### src/rtl/uart_pkg.sv
// ---------------------------------------------------------------------------
// uart_pkg
// Purpose : definitions shared by the UART receiver and transmitter.
//           This package holds the data width, the receive FSM state type and
//           the parity helper.
// Ports   : none (package)
// ---------------------------------------------------------------------------
package uart_pkg;

    localparam int UART_DATA_W = 8;

    typedef enum logic [2:0] {
        IDLE,
        START,
        DATA,
        PARITY,
        STOP
    } rx_state_t;

    // Value the parity bit must carry for the given data byte.
    // Even parity: the data's XOR. Odd parity: the inverse of it.
    function automatic logic parity_expected(input logic [UART_DATA_W-1:0] data,
                                             input logic odd);
        return odd ? ~(^data) : (^data);
    endfunction

endpackage

### src/rtl/uart_rx_fifo.sv
// ---------------------------------------------------------------------------
// uart_rx_fifo
// Purpose : synchronous first-word-fall-through FIFO for received bytes.
//           The head entry appears on dout while the FIFO is not empty.
// Ports   : clock       system clock (posedge)
//           reset       synchronous, active-low
//           push / din  write din at the tail (ignored when full unless a
//                       pop happens in the same cycle)
//           pop         advance the head (ignored when empty)
//           dout        head entry, forced to 0 while empty
//           empty/full  occupancy flags
//           count       entries currently held (0..DEPTH)
// ---------------------------------------------------------------------------
module uart_rx_fifo #(
    parameter  int WIDTH = 8,
    parameter  int DEPTH = 8,
    localparam int AW    = $clog2(DEPTH)
) (
    input  logic             clock,
    input  logic             reset,
    input  logic             push,
    input  logic             pop,
    input  logic [WIDTH-1:0] din,
    output logic [WIDTH-1:0] dout,
    output logic             empty,
    output logic             full,
    output logic [AW:0]      count
);

    logic [WIDTH-1:0] mem_q [DEPTH];
    logic [AW-1:0]    wr_ptr_q, wr_ptr_d;
    logic [AW-1:0]    rd_ptr_q, rd_ptr_d;
    logic [AW:0]      count_q, count_d;
    logic             do_push;
    logic             do_pop;

    // Pointers are only AW bits wide, so they wrap modulo DEPTH by
    // themselves. The separate count is what tells full apart from empty.
    // A pop frees a slot within the same cycle, so a push into a full FIFO
    // still succeeds when a pop accompanies it.
    always_comb begin
        empty    = (count_q == '0);
        full     = (count_q == (AW+1)'(DEPTH));
        do_pop   = pop && !empty;
        do_push  = push && (!full || do_pop);
        wr_ptr_d = wr_ptr_q;
        rd_ptr_d = rd_ptr_q;
        count_d  = count_q;
        if (do_push) begin
            wr_ptr_d = wr_ptr_q + AW'(1);
        end
        if (do_pop) begin
            rd_ptr_d = rd_ptr_q + AW'(1);
        end
        case ({do_push, do_pop})
            2'b10:   count_d = count_q + (AW+1)'(1);
            2'b01:   count_d = count_q - (AW+1)'(1);
            default: count_d = count_q;
        endcase
        dout  = empty ? '0 : mem_q[rd_ptr_q];
        count = count_q;
    end

    always_ff @(posedge clock) begin
        if (!reset) begin
            wr_ptr_q <= '0;
            rd_ptr_q <= '0;
            count_q  <= '0;
        end else begin
            wr_ptr_q <= wr_ptr_d;
            rd_ptr_q <= rd_ptr_d;
            count_q  <= count_d;
        end
    end

    // Storage needs no reset. Reads are masked by the empty flag.
    always_ff @(posedge clock) begin
        if (do_push) begin
            mem_q[wr_ptr_q] <= din;
        end
    end

endmodule

### src/rtl/uart_receiver.sv
// ---------------------------------------------------------------------------
// uart_receiver
// Purpose : 8-bit UART receiver (8N1 / 8E1 / 8O1) with a programmable bit
//           period. Received bytes go into a FWFT FIFO, and the module keeps
//           sticky framing, parity and overrun flags.
// Ports   : clock       system clock (posedge)
//           reset       synchronous, active-low
//           rx_bit      asynchronous serial input, idles high
//           baud_div    clocks per bit minus 1 (>= 3), latched at start edge
//           parity_en   a parity bit follows D7
//           parity_odd  1 = odd parity, 0 = even
//           rd_en       pop the FIFO head
//           err_clr     clear all sticky error flags
//           rx_data     FIFO head byte (0 while empty)
//           rx_valid    FIFO not empty
//           fifo_count  entries held
//           frame_err   sticky: stop bit sampled low
//           parity_err  sticky: parity mismatch on a pushed byte
//           overrun     sticky: byte dropped because the FIFO was full
// ---------------------------------------------------------------------------
module uart_receiver
    import uart_pkg::*;
#(
    parameter  int FIFO_DEPTH = 8,
    parameter  int DIV_W      = 16,
    localparam int CW         = $clog2(FIFO_DEPTH) + 1
) (
    input  logic                   clock,
    input  logic                   reset,
    input  logic                   rx_bit,
    input  logic [DIV_W-1:0]       baud_div,
    input  logic                   parity_en,
    input  logic                   parity_odd,
    input  logic                   rd_en,
    input  logic                   err_clr,
    output logic [UART_DATA_W-1:0] rx_data,
    output logic                   rx_valid,
    output logic [CW-1:0]          fifo_count,
    output logic                   frame_err,
    output logic                   parity_err,
    output logic                   overrun
);

    logic                   sync1_q, sync2_q;
    logic                   rx_s;
    rx_state_t              state_q, state_d;
    logic [DIV_W-1:0]       div_q, div_d;
    logic [DIV_W-1:0]       bit_cnt_q, bit_cnt_d;
    logic [2:0]             bit_idx_q, bit_idx_d;
    logic [UART_DATA_W-1:0] shift_q, shift_d;
    logic                   par_bad_q, par_bad_d;
    logic                   armed_q, armed_d;
    logic                   frame_err_q, frame_err_d;
    logic                   parity_err_q, parity_err_d;
    logic                   overrun_q, overrun_d;
    logic                   bit_done;
    logic                   push;
    logic                   frame_ev, parity_ev, overrun_ev;
    logic                   fifo_empty, fifo_full;

    assign rx_s = sync2_q;

    // Two-flop synchronizer for the asynchronous line. It resets to the idle
    // level so that reset alone never looks like a start edge.
    always_ff @(posedge clock) begin
        if (!reset) begin
            sync1_q <= 1'b1;
            sync2_q <= 1'b1;
        end else begin
            sync1_q <= rx_bit;
            sync2_q <= sync1_q;
        end
    end

    // Next-state logic. After the start bit is confirmed at mid-bit, the
    // counter restarts, so each later sample lands one full period later,
    // again at mid-bit. armed_q records that rx_s was high on the previous
    // IDLE cycle. This stops a held-low line (break) from re-triggering
    // frames endlessly. A good stop bit re-arms at once, which lets the next
    // start edge be caught in the second half of the stop bit.
    always_comb begin
        state_d    = state_q;
        div_d      = div_q;
        bit_cnt_d  = bit_cnt_q;
        bit_idx_d  = bit_idx_q;
        shift_d    = shift_q;
        par_bad_d  = par_bad_q;
        armed_d    = armed_q;
        push       = 1'b0;
        frame_ev   = 1'b0;
        parity_ev  = 1'b0;
        overrun_ev = 1'b0;
        bit_done   = (bit_cnt_q == div_q);

        unique case (state_q)
            IDLE: begin
                armed_d = rx_s;
                if (!rx_s && armed_q) begin
                    state_d   = START;
                    div_d     = baud_div;
                    bit_cnt_d = '0;
                    par_bad_d = 1'b0;
                end
            end
            START: begin
                if (bit_cnt_q == (div_q >> 1)) begin
                    if (rx_s) begin
                        state_d = IDLE;
                        armed_d = 1'b1;
                    end else begin
                        state_d   = DATA;
                        bit_cnt_d = '0;
                        bit_idx_d = '0;
                    end
                end else begin
                    bit_cnt_d = bit_cnt_q + DIV_W'(1);
                end
            end
            DATA: begin
                if (bit_done) begin
                    bit_cnt_d = '0;
                    shift_d   = {rx_s, shift_q[UART_DATA_W-1:1]};
                    bit_idx_d = bit_idx_q + 3'd1;
                    if (bit_idx_q == 3'd7) begin
                        state_d = parity_en ? PARITY : STOP;
                    end
                end else begin
                    bit_cnt_d = bit_cnt_q + DIV_W'(1);
                end
            end
            PARITY: begin
                if (bit_done) begin
                    bit_cnt_d = '0;
                    par_bad_d = (rx_s != parity_expected(shift_q, parity_odd));
                    state_d   = STOP;
                end else begin
                    bit_cnt_d = bit_cnt_q + DIV_W'(1);
                end
            end
            STOP: begin
                if (bit_done) begin
                    state_d = IDLE;
                    armed_d = rx_s;
                    if (!rx_s) begin
                        frame_ev = 1'b1;
                    end else if (!fifo_full || rd_en) begin
                        push      = 1'b1;
                        parity_ev = par_bad_q;
                    end else begin
                        overrun_ev = 1'b1;
                    end
                end else begin
                    bit_cnt_d = bit_cnt_q + DIV_W'(1);
                end
            end
            default: begin
                state_d = IDLE;
            end
        endcase

        frame_err_d  = (frame_err_q  && !err_clr) || frame_ev;
        parity_err_d = (parity_err_q && !err_clr) || parity_ev;
        overrun_d    = (overrun_q    && !err_clr) || overrun_ev;
    end

    always_ff @(posedge clock) begin
        if (!reset) begin
            state_q      <= IDLE;
            div_q        <= '0;
            bit_cnt_q    <= '0;
            bit_idx_q    <= '0;
            shift_q      <= '0;
            par_bad_q    <= 1'b0;
            armed_q      <= 1'b0;
            frame_err_q  <= 1'b0;
            parity_err_q <= 1'b0;
            overrun_q    <= 1'b0;
        end else begin
            state_q      <= state_d;
            div_q        <= div_d;
            bit_cnt_q    <= bit_cnt_d;
            bit_idx_q    <= bit_idx_d;
            shift_q      <= shift_d;
            par_bad_q    <= par_bad_d;
            armed_q      <= armed_d;
            frame_err_q  <= frame_err_d;
            parity_err_q <= parity_err_d;
            overrun_q    <= overrun_d;
        end
    end

    uart_rx_fifo #(
        .WIDTH (UART_DATA_W),
        .DEPTH (FIFO_DEPTH)
    ) u_fifo (
        .clock (clock),
        .reset (reset),
        .push  (push),
        .pop   (rd_en),
        .din   (shift_q),
        .dout  (rx_data),
        .empty (fifo_empty),
        .full  (fifo_full),
        .count (fifo_count)
    );

    assign rx_valid   = !fifo_empty;
    assign frame_err  = frame_err_q;
    assign parity_err = parity_err_q;
    assign overrun    = overrun_q;

endmodule

### config.mk
export PLATFORM = sky130hd
export DESIGN_NAME = uart_receiver
export DESIGN_NICKNAME = d
export VERILOG_FILES = /design/src/rtl/uart_pkg.sv /design/src/rtl/uart_rx_fifo.sv /design/src/rtl/uart_receiver.sv
export SDC_FILE = /design/constraint.sdc
export NUM_CORES = 1
export LEC_CHECK = 0
export BUFFER_PORTS_ARGS = -buffer_cell sky130_fd_sc_hd__buf_2
export CORE_ASPECT_RATIO = 0.7
export CORE_UTILIZATION = 28
export CTS_CLUSTER_DIAMETER = 40
export DETAILED_ROUTE_END_ITERATION = 12
export PLACE_DENSITY_LB_ADDON = 0.1
export SYNTH_ARGS = -nofsm -noshare
export SYNTH_HDL_FRONTEND = slang
export SYNTH_SLANG_ARGS = --single-unit
### constraint.sdc
create_clock -name clock -period 3.8 [get_ports clock]
set_input_delay 0.95 -clock clock [delete_from_list [all_inputs] [get_ports clock]]
set_output_delay 0.95 -clock clock [all_outputs]
set_load 0.005 [all_outputs]
**After elaboration in Yosys (flattened, before gate mapping)**

Memory sizes are Yosys's and may differ from the RTL's. A register that Yosys moved wholly into a read port is not among the register bits.
Cells that the tools add are included.

- Word-level logic and storage cells: 123
- Input port bits: 23
- Memories kept: 1
- Output and inout port bits: 16
- RAM bits: 64
- Bits in registers: 63

- $add $sub $neg: 6
- Mux-type cells: 48
- Eq/ne operators: 21
- Bitwise logic cells: 1
- Reduce and logical (&&, ||, !) cells: 31

Memories:

| name | words | bits a word | rd ports | clocked after memory_dff | wr ports | RTL line | RTL |
|---|---|---|---|---|---|---|---|
| u_fifo.mem_q | 8 | 8 | 1 | 1 | 1 | uart_rx_fifo.sv:30 | `logic [WIDTH-1:0] mem_q [DEPTH];` |

Operators by type and width:

| kind | count |
|---|---|
| 16-bit 2-to-1 mux | 5 |
| 16-bit one-hot mux with 4 select lines | 1 |
| 3-bit 2-to-1 mux | 12 |
| 1-bit 2-to-1 mux | 23 |
| 2-bit inequality test (second input constant) | 9 |
| 16-bit by 1-bit adder with 16-bit output (second input constant) | 1 |
| 16-bit by 15-bit equality test with 1-bit output | 1 |
| 16-bit equality test | 1 |
| 3-bit one-hot mux with 5 select lines | 1 |
| 4-bit AND reduction | 3 |
| 3-bit by 1-bit adder with 3-bit output (second input constant) | 3 |
| 8-bit 2-to-1 mux | 1 |
| 4-bit one-hot mux with 2 select lines | 1 |
| 8-bit XOR reduction | 1 |
| 3-bit by 2-bit equality test with 1-bit output (second input constant) | 2 |
| 3-bit equality test (second input constant) | 2 |
| 1-bit logical AND | 6 |
| 3-bit one-hot mux with 2 select lines | 1 |
| 6-bit AND reduction | 1 |
| 2-bit nonzero test | 3 |
| 1-bit logical OR | 5 |
| 4-bit by 1-bit adder with 4-bit output (second input constant) | 1 |
| 4-bit equality test (second input constant) | 1 |
| 1-bit logical NOT | 4 |
| other kinds (17) | 18 |

**Longest topological paths before layout**

Gate-level depths: netlist of run 1.

- Depth in word-level cells: 10
- Mapped depth: 14
- Gate-level depth less buffers: 12

**Hierarchy**

A second synthesis of run 1 with hierarchy kept.

- Cells, all modules: 514
- Area, all modules: 6128.4 um2

Modules (own cells, without submodules):

| module | cells an instance | area each (um2) | times used | sequential area each (um2) |
|---|---|---|---|---|
| uart_rx_fifo | 174 | 3106.7 | 1 | 2182.1 |
| uart_receiver | 340 | 3021.6 | 1 | 1061.0 |

**Worst setup path before layout of run 1**

Ideal clock, no wire load.

- Path type: reg-to-reg
- From: register bit_cnt_q[5]
- To: register u_fifo.count_q[2], in the netlist u_fifo.count[2]
- Path slack: 0.744 ns
- Path buffers: 2
- Cell stages (with the launch flop): 15
- Arrival: 2.986 ns
- Library setup time: 0.070 ns
- Cell sequence: dfxtp_1 > buf_4 > xnor2_2 > nand4_1 > or4_1 > buf_2 > nor4_4 > inv_2 > ha_1 > xor2_1 > ha_1 > a21oi_1 > xor2_1 > or3_1 > a21oi_1

- Word-level cells in the longest chain between the ends: 6
- Elaborated cells between the ends (all ways): 8

Ends and longest elaborated chain:

| element | RTL line | RTL |
|---|---|---|
| start, declared | uart_receiver.sv:48 | `logic [DIV_W-1:0] bit_cnt_q, bit_cnt_d;` |
| start signal, assigned | uart_receiver.sv:181 | `bit_cnt_q <= bit_cnt_d;` |
| 16-bit equality test * | uart_receiver.sv:93 | `bit_done = (bit_cnt_q == div_q);` |
| 1-bit 2-to-1 mux * | uart_receiver.sv:141 | `if (bit_done) begin` |
| 1-bit 2-to-1 mux * | uart_receiver.sv:95 | `unique case (state_q)` |
| 1-bit logical AND * | uart_rx_fifo.sv:45 | `do_push = push && (!full \|\| do_pop);` |
| 2-bit by 1-bit equality test with 1-bit output / 2-bit equality test (equally long branches) | uart_rx_fifo.sv:55 | `case ({do_push, do_pop})` |
| 4-bit one-hot mux with 2 select lines / 2-bit nonzero test (equally long branches) | - |  |
| end signal, assigned | uart_rx_fifo.sv:72 | `count_q <= count_d;` |
| end, declared | uart_rx_fifo.sv:33 | `logic [AW:0] count_q, count_d;` |

Mark *: on every way between the ends. The rest lies on a longest branch, timed or not.
A chain may end at the register's enable or synchronous reset.

**Final worst setup path of run 1**

Ends and elaborated chain as after synthesis.

==> flow_summary.json, run 1 <==
{
  "async_flop_share_pct": 0,
  "antenna_found_initial": 0,
  "final_cell_mix": "dfxtp_1, edfxtp_1, nand2_1",
  "ys_warn_count": 0,
  "drt_iter0_markers": 285,
  "regArea_um2": 3240,
  "syn_nets": 556,
  "vias": 4174,
  "fp.coreArea_um2": 20800,
  "reg2reg_slack_ns": 0.42,
  "via_per_inst": 4.86,
  "fillers": 2117,
  "num_io_pins": 39,
  "hold_start": "sync1_q$_SDFF_PN1_",
  "power_uw": 3220,
  "hold_path_end": "rx_s$_SDFF_PN1_",
  "die_x_um": 176,
  "ir_drop_uv": 261,
  "yosys_most_used_dff": "dfxtp_1",
  "hold_buffers": 0,
  "maxCapViolCount": 0,
  "start_util_pct": 28.6,
  "cts_sinks": 130,
  "globalplace.congestion": 0.766,
  "nNetsFinal": 601,
  "cts.clk_slew.worst_paths_ns": 0.06,
  "final_core_util_pct": 34.2,
  "finalCritPeriodShare_pct": 88.9,
  "port_buffers": 38,
  "end_kind": "register",
  "die_h_um": 124,
  "grt_max_degree": 27,
  "reg2reg_to": "u_fifo.count[2]$_SDFFE_PN0P_",
  "grt_use_total_pct": 14.6,
  "arrival_ns": 3.71,
  "synthToLayoutAreaGrowth_pct": 19.2,
  "multiInputGateArea_um2": 2540,
  "path_class": "register to register",
  "clockBufferDepth": 2,
  "dpl.hpwl_um": 10300,
  "clock_skew_ns": 0.0104,
  "drt-wirelength-per-cell_um": 17.5,
  "required_ns": 4.13,
  "overflow": 0,
  "layout_commonest_cell": "dfxtp_1",
  "fin_crit_ns": 3.38,
  "synth_edf_count": 64,
  "die_area_um2": 21900,
  "post-route-drc-count": 0,
  "syn_area_um2": 5960,
  "numCtsBuffers": 17,
  "seq_power_share_pct": 45.6,
  "worst_pin_slew_ns": 0.862,
  "sw_frac_of_total_pct": 22.8,
  "grt_pass1_wl_um": 23400,
  "max_freq_mhz": 296,
  "clockPowerShare_pct": 51.0,
  "first_global_vias": 3917,
  "first_pass_iters": 4,
  "insertion_delay_ns": 0.42,
  "ys_types": 48,
  "synth-seq-cells": 130,
  "syn_inst": 525,
  "reg2reg_depth": 12,
  "rsz0062_at_grt": "no",
  "rows": 44,
  "worst_setup_path_start_kind": "register",
  "p_int_uw": 2490,
  "crit_fanout": 7,
  "status": "finished, final reports clean",
  "post_cts_buffers": 0,
  "ant_nets": 0,
  "num_antenna_cells": 0,
  "power.density_nw_per_um2": 453,
  "slew_violations": 0,
  "cts_tree": "yes",
  "synth_seq_area_share_pct": 54.4,
  "cts_htree_levels": 4,
  "hold_class": "register to register",
  "p_leak_uw": 0.00246,
  "drive_gt1_share_pct": 20.4,
  "whs_path_depth": 1,
  "switchingPower_uw": 736,
  "p_comb_share_pct": 3.3,
  "final-setup-viol-count": 0,
  "hold_viol_final": 0,
  "setup_tns_ns": 0,
  "drt_wl_total_um": 15000,
  "avgSynthCellArea_um2": 11.4,
  "root_buffer": "clkbuf_16",
  "slew_headroom_pct": 42.5,
  "cts_resized": 0,
  "r2r-start": "bit_cnt_q[5]$_SDFFE_PN0P_"
}
==> synthesized netlist by cell type (all sizes together) (6+ instances only) <==
cell type   n  area, um^2
edfxtp     64        1920
nand2b     11        68.8
o211ai     16         120
ha          8         100
o31ai       7        52.6
or3         8        50.1
nor3        6        30.0
xor2       20         175
or4         8        60.1
nor4       10        83.8
mux4       16         360
nor2       41         154
buf        15        92.6
mux2i      18         180
nand4      14        87.6
inv         8        30.0
xnor2      27         251
o21ai      13        65.1
clkbuf     19        71.3
nand3      10        50.1
nand2      50         188
dfxtp      66        1320
a21oi      37         185
==> power by group through the flow <==
stage / sequential [uW] / clock [uW] / combinational, uW
final: 1470 / 1640 / 108
after global placement: 1500 / 0 / 108
after detailed placement: 1500 / 0 / 108
after floorplan: 1500 / 0 / 64.9
after CTS: 1470 / 1690 / 108
after global routing: 1470 / 1750 / 119
==> sequential cells by signal (all words and copies together) (netlist names), named ones only <==
name	flops
state_q	3
shift_q	8
bit_idx_q	3
par_bad_q	1
bit_cnt_q	16
armed_q	1
u_fifo.rd_ptr_q	3
div_q	16
u_fifo.wr_ptr_q	3
overrun	1
sync1_q	1
u_fifo.mem_q	64
frame_err	1
rx_s	1
parity_err	1
u_fifo.count	4
==> kinds of logic (layout without fill, tap and decap cells) <==
logic type	count (synthesis)	count (layout)	synth area share, %
compound gates	87	87	9.03
xor+xnor	47	47	7.16
fa+ha+maj	8	8	1.68
buf+inv	42	100	3.25
flops	130	130	54.4
mux	34	34	9.07
simple gates	177	177	15.4
==> per-stage QoR <==
stage | instance area, um^2 | hold slack [ns] | std cells | setup slack [ns]
finish | 7110 | 0.405 | 859 | 0.420
global route | 7110 | 0.429 | 859 | 0.186
CTS | 7110 | 0.409 | 859 | 0.408
detailed placement | 6510 | 0.395 | 827 | 0.429
global placement | 6510 | 0.394 | 827 | 0.501
floorplan | 5960 | 0.386 | 525 | 0.744
==> critical path, cell delays in order, from the launching register on <==
cell and delay, ns:
dfxtp_1 0.49, xnor2_2 0.16, nand4_1 0.16, or4_1 0.63, nor4_4 0.40, inv_2 0.11
ha_1 0.28, xor2_1 0.16, ha_1 0.19, a21oi_1 0.15, xor2_1 0.10, or3_1 0.31
a21oi_1 0.14
==> worst max-delay path by stage <==
stage	startpoint	to	slack (ns)	cells after the start
2_1_floorplan	bit_cnt_q[5]$_SDFFE_PN0P_	u_fifo.count[2]$_SDFFE_PN0P_	0.74	14
3_3_place_gp	bit_cnt_q[5]$_SDFFE_PN0P_	u_fifo.count[2]$_SDFFE_PN0P_	0.50	12
3_5_place_dp	bit_cnt_q[5]$_SDFFE_PN0P_	u_fifo.count[2]$_SDFFE_PN0P_	0.43	12
6_report	bit_cnt_q[5]$_SDFFE_PN0P_	u_fifo.count[2]$_SDFFE_PN0P_	0.42	12
5_1_grt	bit_cnt_q[6]$_SDFFE_PN0P_	u_fifo.count[2]$_SDFFE_PN0P_	0.19	12
4_1_cts	bit_cnt_q[6]$_SDFFE_PN0P_	u_fifo.count[2]$_SDFFE_PN0P_	0.41	12
==> routing by layer <==
metal / vias to the layer above / GRT usage (%) / routed length (um)
met4: 0 / 3.77 / 132
met3: 9 / 4.03 / 567
li1: 2035 / - / -
met1: 2057 / 22.1 / 8290
met5: - / 0 / 0
met2: 73 / 20.1 / 6010
==> layout make-up <==
cell class                      count  share of cell area, %
Sequential cell                   130                   45.6
Multi-Input combinational cell    353                   35.7
Clock buffer                       17                   5.99
Timing Repair Buffer               60                   5.00
Tap cell                          276                   4.86
Clock inverter                     15                   2.41
Inverter                            8                  0.423
No activity file was read; power rests on OpenSTA's default activity.
==> inputs of run 2 (changes only) <==
--- a/config.mk
+++ b/config.mk
@@ -7,9 +7,10 @@
 export LEC_CHECK = 0
 export BUFFER_PORTS_ARGS = -buffer_cell sky130_fd_sc_hd__buf_2
 export CORE_ASPECT_RATIO = 0.7
-export CORE_UTILIZATION = 28
+export CORE_UTILIZATION = 40
 export CTS_CLUSTER_DIAMETER = 40
 export DETAILED_ROUTE_END_ITERATION = 12
+export GPL_ROUTABILITY_DRIVEN = 0
 export PLACE_DENSITY_LB_ADDON = 0.1
 export SYNTH_ARGS = -nofsm -noshare
 export SYNTH_HDL_FRONTEND = slang
==> flow_summary.json, run 2 (same netlist as run 1, synthesis figures left out) <==
{
  "status": "finished, final reports clean",
  "biggestRegsByFlops": "u_fifo.mem_q: 64 flops, bit_cnt_q: 16 flops, div_q: 16 flops",
  "required_ns": 4.15,
  "cts_sinks": 130,
  "power.density_nw_per_um2": 444,
  "root_buffer": "clkbuf_16",
  "fin_crit_ns": 3.36,
  "drt_iter0_markers": 355,
  "slew_headroom_pct": 27.4,
  "cp_cell_sequence": "xnor2_1, nand4_1, or4_1, nor4_4, inv_2, ha_1, xor2_1, ha_1, a21oi_1, xor2_1, or3_1, a21oi_1",
  "seq_power_share_pct": 47.7,
  "num_io_pins": 39,
  "drive_gt1_share_pct": 20.2,
  "end_kind": "register",
  "fp.coreArea_um2": 14200,
  "cts_tree": "yes",
  "multiInputGateArea_um2": 2540,
  "final_cell_mix": "dfxtp_1, edfxtp_1, nand2_1",
  "post_cts_buffers": 0,
  "reg2reg_slack_ns": 0.44,
  "numCtsBuffers": 17,
  "power_uw": 3090,
  "p_leak_uw": 0.00242,
  "hold_class": "register to register",
  "nNetsFinal": 602,
  "regArea_um2": 3240,
  "rsz0062_at_grt": "no",
  "num_antenna_cells": 0,
  "finalCritPeriodShare_pct": 88.3,
  "vias": 4249,
  "maxCapViolCount": 0,
  "reg2reg_to": "u_fifo.count[2]$_SDFFE_PN0P_",
  "clock_skew_ns": 0.0114,
  "final-setup-viol-count": 0,
  "endpoint": "u_fifo.count[2]$_SDFFE_PN0P_",
  "largest_register_ffs": 64,
  "grt_use_total_pct": 20.0,
  "port_buffers": 38,
  "placed_area_um2": 6410,
  "die_area_um2": 15400,
  "cts_resized": 0,
  "drt-wirelength-per-cell_um": 18.6,
  "grt_max_degree": 24,
  "layout_commonest_cell": "dfxtp_1",
  "dpl.hpwl_um": 10100,
  "first_pass_iters": 5,
  "clockPowerShare_pct": 49.0,
  "cts_htree_levels": 4,
  "cts.clk_slew.worst_paths_ns": 0.06,
  "synthToLayoutAreaGrowth_pct": 16.7,
  "sw_frac_of_total_pct": 22.6,
  "grt_pass1_wl_um": 22800,
  "hold_viol_final": 0,
  "switchingPower_uw": 697,
  "post-route-drc-count": 0,
  "p_int_uw": 2390,
  "start_util_pct": 41.9,
  "dp.cells": 742,
  "antenna_found_initial": 0,
  "via_per_inst": 5.49,
  "worst_pin_slew_ns": 1.09,
  "ant_nets": 0,
  "overflow": 0,
  "max_freq_mhz": 298,
  "slowest_stage": "or4_1",
  "path_class": "register to register",
  "arrival_ns": 3.71,
  "p_comb_share_pct": 3.3,
  "crit_start": "bit_cnt_q[6]$_SDFFE_PN0P_",
  "setup_tns_ns": 0,
  "worst_setup_path_start_kind": "register",
  "insertion_delay_ns": 0.43,
  "max_stage_delay_ns": 0.74,
  "rows": 36,
  "crit_fanout": 7,
  "ir_drop_uv": 335,
  "clockBufferDepth": 2,
  "top_register": "u_fifo.mem_q",
  "die_h_um": 104,
  "hold_buffers": 0,
  "reg2reg_depth": 12,
  "drt_wl_total_um": 14400,
  "slew_violations": 0,
  "fillers": 1311,
  "stdcell_count": 774,
  "die_x_um": 148,
  "first_global_vias": 3962,
  "post-route-cell-area_um2": 6960,
  "r2r-start": "bit_cnt_q[6]$_SDFFE_PN0P_"
}
[run 2: cell types whose count changed in the layout (fill, tap and decap cells not counted)]
cell / delta
clkinv_2: +3
inv_8: -1
clkbuf_1: +1
clkinv_4: -3
clkinvlp_4: +5
clkinv_1: +1
inv_6: -5
bufinv_16: -1
buf_4: +1
[run 2: power groups by stage]
stage / registers [uW] / clock network [uW] / logic, uW
CTS: 1470 / 1540 / 102
global placement: 1500 / 0 / 101
global route: 1470 / 1590 / 112
detailed placement: 1500 / 0 / 101
finish: 1470 / 1510 / 102
floorplan: 1500 / 0 / 64.9
[run 2: layer usage]
layer / routed length (um) / track usage (%) / vias up
met5: 0 / 0 / -
met4: 178 / 6.70 / 0
met3: 943 / 4.61 / 19
met2: 5330 / 24.4 / 148
met1: 7940 / 33.0 / 2060
li1: - / - / 2022
[run 2: stage by stage]
step           hold WS, ns  setup WS [ns]  utilization (%)
2_1_floorplan        0.386          0.744                -
3_3_place_gp         0.421          0.536             45.0
3_5_place_dp         0.412          0.471             45.0
4_1_cts              0.428          0.434             48.9
5_1_grt              0.442          0.174             48.9
6_report             0.428          0.444             48.9
[run 2: how the worst min path moves through the flow]
stage	startpoint	end	slack [ns]	depth (start not counted)
after floorplan	sync1_q$_SDFF_PN1_	rx_s$_SDFF_PN1_	0.39	1
after global placement	sync1_q$_SDFF_PN1_	rx_s$_SDFF_PN1_	0.42	1
after detailed placement	sync1_q$_SDFF_PN1_	rx_s$_SDFF_PN1_	0.41	1
after CTS	sync1_q$_SDFF_PN1_	rx_s$_SDFF_PN1_	0.43	1
after global routing	sync1_q$_SDFF_PN1_	rx_s$_SDFF_PN1_	0.44	1
final	sync1_q$_SDFF_PN1_	rx_s$_SDFF_PN1_	0.43	1
[run 2: critical path, delay by kind of cell (launching register included)]
kind	cells	cell delay [ns]
adder cells (fa/ha/maj)	2	0.46
AND/OR/NAND/NOR	4	1.54
AO/OA/AOI/OAI	2	0.29
flip-flops	1	0.47
XOR/XNOR	3	0.42
buffers and inverters	1	0.10
[run 2: cell type report]
cell class / count / share of cell area, %
clock buffer: 18 / 6.17
clock inverter: 14 / 1.67
inverter: 8 / 0.432
multi-input combinational: 353 / 36.5
sequential: 130 / 46.6
tap: 190 / 3.42
timing repair buffer: 61 / 5.22
